$ cat config.mk
export PLATFORM = sky130hd
export DESIGN_NAME = wfg_wb_interconnect
export DESIGN_NICKNAME = d
export VERILOG_FILES = /design/src/rtl/wfg_wb_interconnect.sv
export SDC_FILE = /design/constraint.sdc
export NUM_CORES = 1
export LEC_CHECK = 0
export ABC_AREA = 1
export CAP_MARGIN = 20
export CORE_ASPECT_RATIO = 0.5
export CORE_MARGIN = 2
export CORE_UTILIZATION = 36
export CTS_CLUSTER_SIZE = 28
export DETAILED_ROUTE_END_ITERATION = 16
export GPL_TIMING_DRIVEN = 0
export PLACE_DENSITY = 0.75
export REMOVE_ABC_BUFFERS = 1
export SKIP_CTS_REPAIR_TIMING = 1
export SYNTH_ARGS = -nofsm -noshare
export SYNTH_HDL_FRONTEND = slang
export SYNTH_SLANG_ARGS = --single-unit
$ cat constraint.sdc
create_clock -name io_wbs_clk -period 3.5 [get_ports io_wbs_clk]
set_input_delay 0.525 -clock io_wbs_clk [delete_from_list [all_inputs] [get_ports io_wbs_clk]]
set_output_delay 0.525 -clock io_wbs_clk [all_outputs]
set_load 0.01 [all_outputs]
$ cat src/rtl/wfg_wb_interconnect.sv
`default_nettype none
// ============================================================================
// Module   : wfg_wb_interconnect
// Purpose  : Wishbone classic 1-to-N interconnect. Page-decoded, one registered
//            transfer at a time, with bus-error reporting and fault capture.
//            Optional REQ timeout: define WFG_WB_INTERCONNECT_TIMEOUT_EN.
// Revision : 1.0 - initial release
// ============================================================================
module wfg_wb_interconnect #(
  parameter int BUSW           = 32,
  parameter int NUM_SLAVES     = 4,
  parameter int PAGE_LSB       = 4,
  parameter int TIMEOUT_CYCLES = 16
) (
  input  logic                       io_wbs_clk,
  input  logic                       io_wbs_rst,
  input  logic                       io_wbs_cyc,
  input  logic                       io_wbs_stb,
  input  logic                       io_wbs_we,
  input  logic [BUSW-1:0]            io_wbs_adr,
  input  logic [BUSW-1:0]            io_wbs_datwr,
  output logic [BUSW-1:0]            io_wbs_datrd,
  output logic                       io_wbs_ack,
  output logic                       io_wbs_err,
  output logic                       s_cyc_o,
  output logic                       s_we_o,
  output logic [PAGE_LSB-1:0]        s_adr_o,
  output logic [BUSW-1:0]            s_datwr_o,
  output logic [NUM_SLAVES-1:0]      s_stb_o,
  input  logic [NUM_SLAVES-1:0]      s_ack_i,
  input  logic [NUM_SLAVES*BUSW-1:0] s_datrd_i,
  output logic [BUSW-1:0]            err_adr_o,
  output logic [7:0]                 err_cnt_o
);

  localparam int PW = BUSW - PAGE_LSB;
  localparam int IW = (NUM_SLAVES > 1) ? $clog2(NUM_SLAVES) : 1;

  typedef enum logic [1:0] {
    IDLE = 2'd0,
    REQ  = 2'd1,
    RESP = 2'd2,
    ERR  = 2'd3
  } state_t;

  state_t                  state_q, state_d;
  logic                    cyc_q, cyc_d;
  logic                    we_q, we_d;
  logic [PAGE_LSB-1:0]     adr_q, adr_d;
  logic [BUSW-1:0]         datwr_q, datwr_d;
  logic [NUM_SLAVES-1:0]   stb_q, stb_d;
  logic [IW-1:0]           idx_q, idx_d;
  logic [BUSW-1:0]         datrd_q, datrd_d;
  logic [BUSW-1:0]         err_adr_q, err_adr_d;
  logic [7:0]              err_cnt_q, err_cnt_d;

  logic [BUSW-1:0]         slice [NUM_SLAVES];
  logic [PW-1:0]           page;
  logic                    page_valid;
  logic [IW-1:0]           page_idx;
  logic                    sel_ack;
  logic [7:0]              err_cnt_inc;

  if (TIMEOUT_CYCLES < 1) begin : g_tmo_chk
    $error("TIMEOUT_CYCLES must be at least 1");
  end

  for (genvar gi = 0; gi < NUM_SLAVES; gi++) begin : g_slice
    assign slice[gi] = s_datrd_i[gi*BUSW +: BUSW];
  end

  assign page        = io_wbs_adr[BUSW-1:PAGE_LSB];
  assign page_valid  = (page != '0) && (page <= PW'(NUM_SLAVES));
  assign page_idx    = IW'(page - PW'(1));
  assign sel_ack     = s_ack_i[idx_q];
  assign err_cnt_inc = (err_cnt_q == 8'hFF) ? err_cnt_q : err_cnt_q + 8'd1;

`ifdef WFG_WB_INTERCONNECT_TIMEOUT_EN
  localparam int TW = $clog2(TIMEOUT_CYCLES + 1);
  logic [TW-1:0]   tmo_q, tmo_d;
  logic [BUSW-1:0] hadr_q, hadr_d;
  logic            tmo_hit;
  // Expiry is the last REQ cycle; an ack sampled in that same cycle still wins.
  assign tmo_hit = (tmo_q == TW'(TIMEOUT_CYCLES - 1));
`endif

  always_comb begin
    state_d   = state_q;
    cyc_d     = cyc_q;
    we_d      = we_q;
    adr_d     = adr_q;
    datwr_d   = datwr_q;
    stb_d     = stb_q;
    idx_d     = idx_q;
    datrd_d   = datrd_q;
    err_adr_d = err_adr_q;
    err_cnt_d = err_cnt_q;
`ifdef WFG_WB_INTERCONNECT_TIMEOUT_EN
    tmo_d     = tmo_q;
    hadr_d    = hadr_q;
`endif
    unique case (state_q)
      IDLE: begin
        if (io_wbs_cyc && io_wbs_stb) begin
          if (page_valid) begin
            state_d = REQ;
            cyc_d   = 1'b1;
            we_d    = io_wbs_we;
            adr_d   = io_wbs_adr[PAGE_LSB-1:0];
            datwr_d = io_wbs_datwr;
            idx_d   = page_idx;
            stb_d   = NUM_SLAVES'(1) << page_idx;
`ifdef WFG_WB_INTERCONNECT_TIMEOUT_EN
            tmo_d   = '0;
            hadr_d  = io_wbs_adr;
`endif
          end else begin
            state_d   = ERR;
            err_adr_d = io_wbs_adr;
            err_cnt_d = err_cnt_inc;
          end
        end
      end
      REQ: begin
        if (!io_wbs_cyc) begin
          state_d = IDLE;
          cyc_d   = 1'b0;
          we_d    = 1'b0;
          adr_d   = '0;
          datwr_d = '0;
          stb_d   = '0;
        end else if (sel_ack) begin
          state_d = RESP;
          datrd_d = slice[idx_q];
          cyc_d   = 1'b0;
          stb_d   = '0;
        end
`ifdef WFG_WB_INTERCONNECT_TIMEOUT_EN
        else if (tmo_hit) begin
          state_d   = ERR;
          cyc_d     = 1'b0;
          stb_d     = '0;
          err_adr_d = hadr_q;
          err_cnt_d = err_cnt_inc;
        end else begin
          tmo_d = tmo_q + TW'(1);
        end
`endif
      end
      RESP:    state_d = IDLE;
      ERR:     state_d = IDLE;
      default: state_d = IDLE;
    endcase
  end

  always_ff @(posedge io_wbs_clk or posedge io_wbs_rst) begin
    if (io_wbs_rst) begin
      state_q   <= IDLE;
      cyc_q     <= 1'b0;
      we_q      <= 1'b0;
      adr_q     <= '0;
      datwr_q   <= '0;
      stb_q     <= '0;
      idx_q     <= '0;
      datrd_q   <= '0;
      err_adr_q <= '0;
      err_cnt_q <= '0;
`ifdef WFG_WB_INTERCONNECT_TIMEOUT_EN
      tmo_q     <= '0;
      hadr_q    <= '0;
`endif
    end else begin
      state_q   <= state_d;
      cyc_q     <= cyc_d;
      we_q      <= we_d;
      adr_q     <= adr_d;
      datwr_q   <= datwr_d;
      stb_q     <= stb_d;
      idx_q     <= idx_d;
      datrd_q   <= datrd_d;
      err_adr_q <= err_adr_d;
      err_cnt_q <= err_cnt_d;
`ifdef WFG_WB_INTERCONNECT_TIMEOUT_EN
      tmo_q     <= tmo_d;
      hadr_q    <= hadr_d;
`endif
    end
  end

  assign io_wbs_ack   = (state_q == RESP);
  assign io_wbs_err   = (state_q == ERR);
  assign io_wbs_datrd = datrd_q;
  assign s_cyc_o      = cyc_q;
  assign s_we_o       = we_q;
  assign s_adr_o      = adr_q;
  assign s_datwr_o    = datwr_q;
  assign s_stb_o      = stb_q;
  assign err_adr_o    = err_adr_q;
  assign err_cnt_o    = err_cnt_q;

endmodule
`default_nettype wire

==> flow_summary.toml <==
[outcome]
status = "finished clean"

[synthesis]
syn-mean-instance-area_um2 = 7.74
synth_largest_area_cell = "dfrtp_1"
synth.most_common_cell = "nand2_1"
netlist_area_um2 = 5880
synth_top_area_share = 0.502
ys_warn_count = 0
synthArstFlopShare = 1.00
ys_ff_latch = 118
ys_top_cells_by_count = "232 x nand2_1, 118 x dfrtp_1, 109 x nor2_1, 71 x o21ai_0, 48 x nand3_1"
synth_cell_types = 24
synth-edff-count = 0
syn_inst = 760
synth_area_leaders = "dfrtp_1 50%, nand2_1 15%, nor2_1 7.0%, o21ai_0 6.0%, o32ai_1 4.8%"
synth_top_flop_cell = "dfrtp_1"
ys_seq_area_frac = 0.502

[drt]
drc_errors = 0
vias_per_cell = 4.85
postRouteAntennaNets = 0
wl_per_cell_um = 15.3
route.vias.total = 6225
firstDrtPassIters = 4
drt_iter0_markers = 281
totalWireLength_mm = 19.6

[setup_path]
cp_cell_sequence = "buf_12 > inv_2 > nand2_1 > nand3_1 > nand2_1 > inv_2 > nand2_1 > buf_16 > nand2_1 > nand2_1"
critPathCaptureType = "flip-flop"
r2r_start = "idx_q[0]"
worstPathMaxFanout = 60
critical_path_class = "reg2reg"
cpLargestDelayFamily = "buffers and inverters"
critPathLaunchType = "flip-flop"
cp_num_buf_inv = 4
required_ns = 3.79
startpoint = "idx_q[0]"
critPathSlowestCell = "nand2_1"
critPathMostFrequentCell = "nand2_1"
critPathArrivalTime_ns = 3.32
max_stage_delay_ns = 0.51

[clock_network]
clockBufferDepth = 2
cts_tree = "yes"
numCtsBuffers = 17
cts_sinks = 118
clock_latency_ns = 0.41
ctsRootBufferMaster = "clkbuf_16"
h-tree-depth = 4
path_clk_slew_ns = 0.06

[final_layout]
multiInputGateArea_um2 = 2530
fillerInstances = 1378
drive_above_1_share = 0.0461
area_growth_pct = 68.1
utilization = 0.630
antennaDiodeCount = 0
fin_nets = 1258
regArea_um2 = 2960

[power_and_ir_drop]
power_frac_comb = 0.461
p_int_uw = 5020
leakagePower_uw = 0.00447
swShare = 0.363
switchingPower_uw = 2850
p_total_uw = 7870
clkPwrFrac = 0.238
p_seq_frac = 0.301
ir_worst_vdd_v = 0.000446
p_per_area_nw_per_um2 = 796

[timing]
hold_ws_ns = 0.475
clock.fmax_ghz = 0.330
hold_viol = 0
fin_skew_ns = 0.0107
fin_crit_sh = 0.866
fin_crit_ns = 3.03
tns_ns = 0
final-setup-viol-count = 0
rsz0062_at_grt = "false"
maxSlewHeadroom = 0.425
tightest_slew_ns = 0.860
drv_slew = 0

[floorplanning]
ios = 317
row_count = 32
chipHeight_um = 94.4
dieArea_um2 = 17400
core_um2 = 15700
die_width_um = 185
initial_core_util = 0.375

[global_route]
gr-usage-all-layers = 0.222
grt_pass1_wl_mm = 30.4
antenna_found_initial = 0
grt_max_degree = 68
grt_pass1_vias = 5996
overflow = 0

[placement]
io_buffers = 316
dp_hpwl_mm = 14.4
place.gp.congestion = 0.884

[flow_run]
drv_cap = 0

[min_path]
hp-class = "reg2reg"
hold_start = "s_stb_o[1]"
[layout by cell type (no fill, tap or decap), types with 6 or more instances in the layout]
master,instances
inv_1,39
ha_1,6
o32ai_1,32
nand2_1,231
o21ai_0,71
clkbuf_16,17
nor2_1,109
nand3_1,48
clkdlybuf4s50_1,316
o21ai_1,34
dfrtp_1,116
[kinds of logic after synthesis]
logic type	Yosys count	synth area share
xor gates and xnor gates	6	0.00893
DFF	118	0.502
buffers and inverters	94	0.0689
adders and majority gates	6	0.0128
and+or+nand+nor	396	0.267
AOI/OAI and AO/OA	140	0.140
[cell type report]
| type | count | share of cell area |
|---|---|---|
| Multi-Input combinational cell | 548 | 0.256 |
| Timing Repair Buffer | 323 | 0.336 |
| Inverter | 43 | 0.0168 |
| Sequential cell | 118 | 0.299 |
| Clock buffer | 18 | 0.0444 |
| Clock inverter | 13 | 0.0197 |
| Tap cell | 221 | 0.0280 |
[state kept, by name (all words and copies together) (netlist names)]
register      flops
io_wbs_datrd     32
s_adr_o           4
idx_q             2
err_adr_o        32
s_stb_o           4
s_we_o            1
err_cnt_o         8
s_cyc_o           1
s_datwr_o        32
state_q           2
[worst paths after layout]
| check | to | slack [ns] | cells after the start |
|---|---|---|---|
| worst max register to register | io_wbs_datrd[10] | 0.47 | 10 |
| worst min register to register | s_stb_o[1] | 0.47 | 2 |
| max in group asynchronous | idx_q[1] | 2.18 | 3 |
| worst min-delay path | s_stb_o[1] | 0.47 | 2 |
| min in group asynchronous | io_wbs_datrd[4] | 0.61 | 2 |
| worst max-delay path | io_wbs_datrd[10] | 0.47 | 10 |
[through the flow]
stage / instance area (um^2) / std cells / setup WS, ns
finish: 9890 / 1284 / 0.470
global route: 9890 / 1284 / 0.224
CTS: 9860 / 1283 / 0.202
detailed placement: 9230 / 1252 / 0.221
global placement: 9080 / 1246 / -1.99
floorplan: 5640 / 709 / -0.154
[worst reg2reg max path, cell delays in order, from the launching register on]
cell and delay [ns]:
dfrtp_2 0.49, buf_12 0.22, inv_2 0.45, nand2_1 0.10, nand3_1 0.09, nand2_1 0.10
inv_2 0.49, nand2_1 0.51, buf_16 0.33, nand2_1 0.09, nand2_1 0.05
[metal layers]
layer,GRT usage,vias up,part of all wire
li1,-,3063,-
met1,0.269,2936,0.42
met2,0.394,183,0.50
met3,0.0455,43,0.049
met4,0.0847,0,0.029
met5,0,-,0
[power groups by stage]
stage	registers, uW	logic (uW)	clock network (uW)
after CTS	2370	3650	1910
after detailed placement	2370	3640	0
final	2370	3630	1880
after global placement	2490	3350	0
after global routing	2450	3940	1980
after floorplan	2710	1230	0
Power figures use the tool's default switching activity.
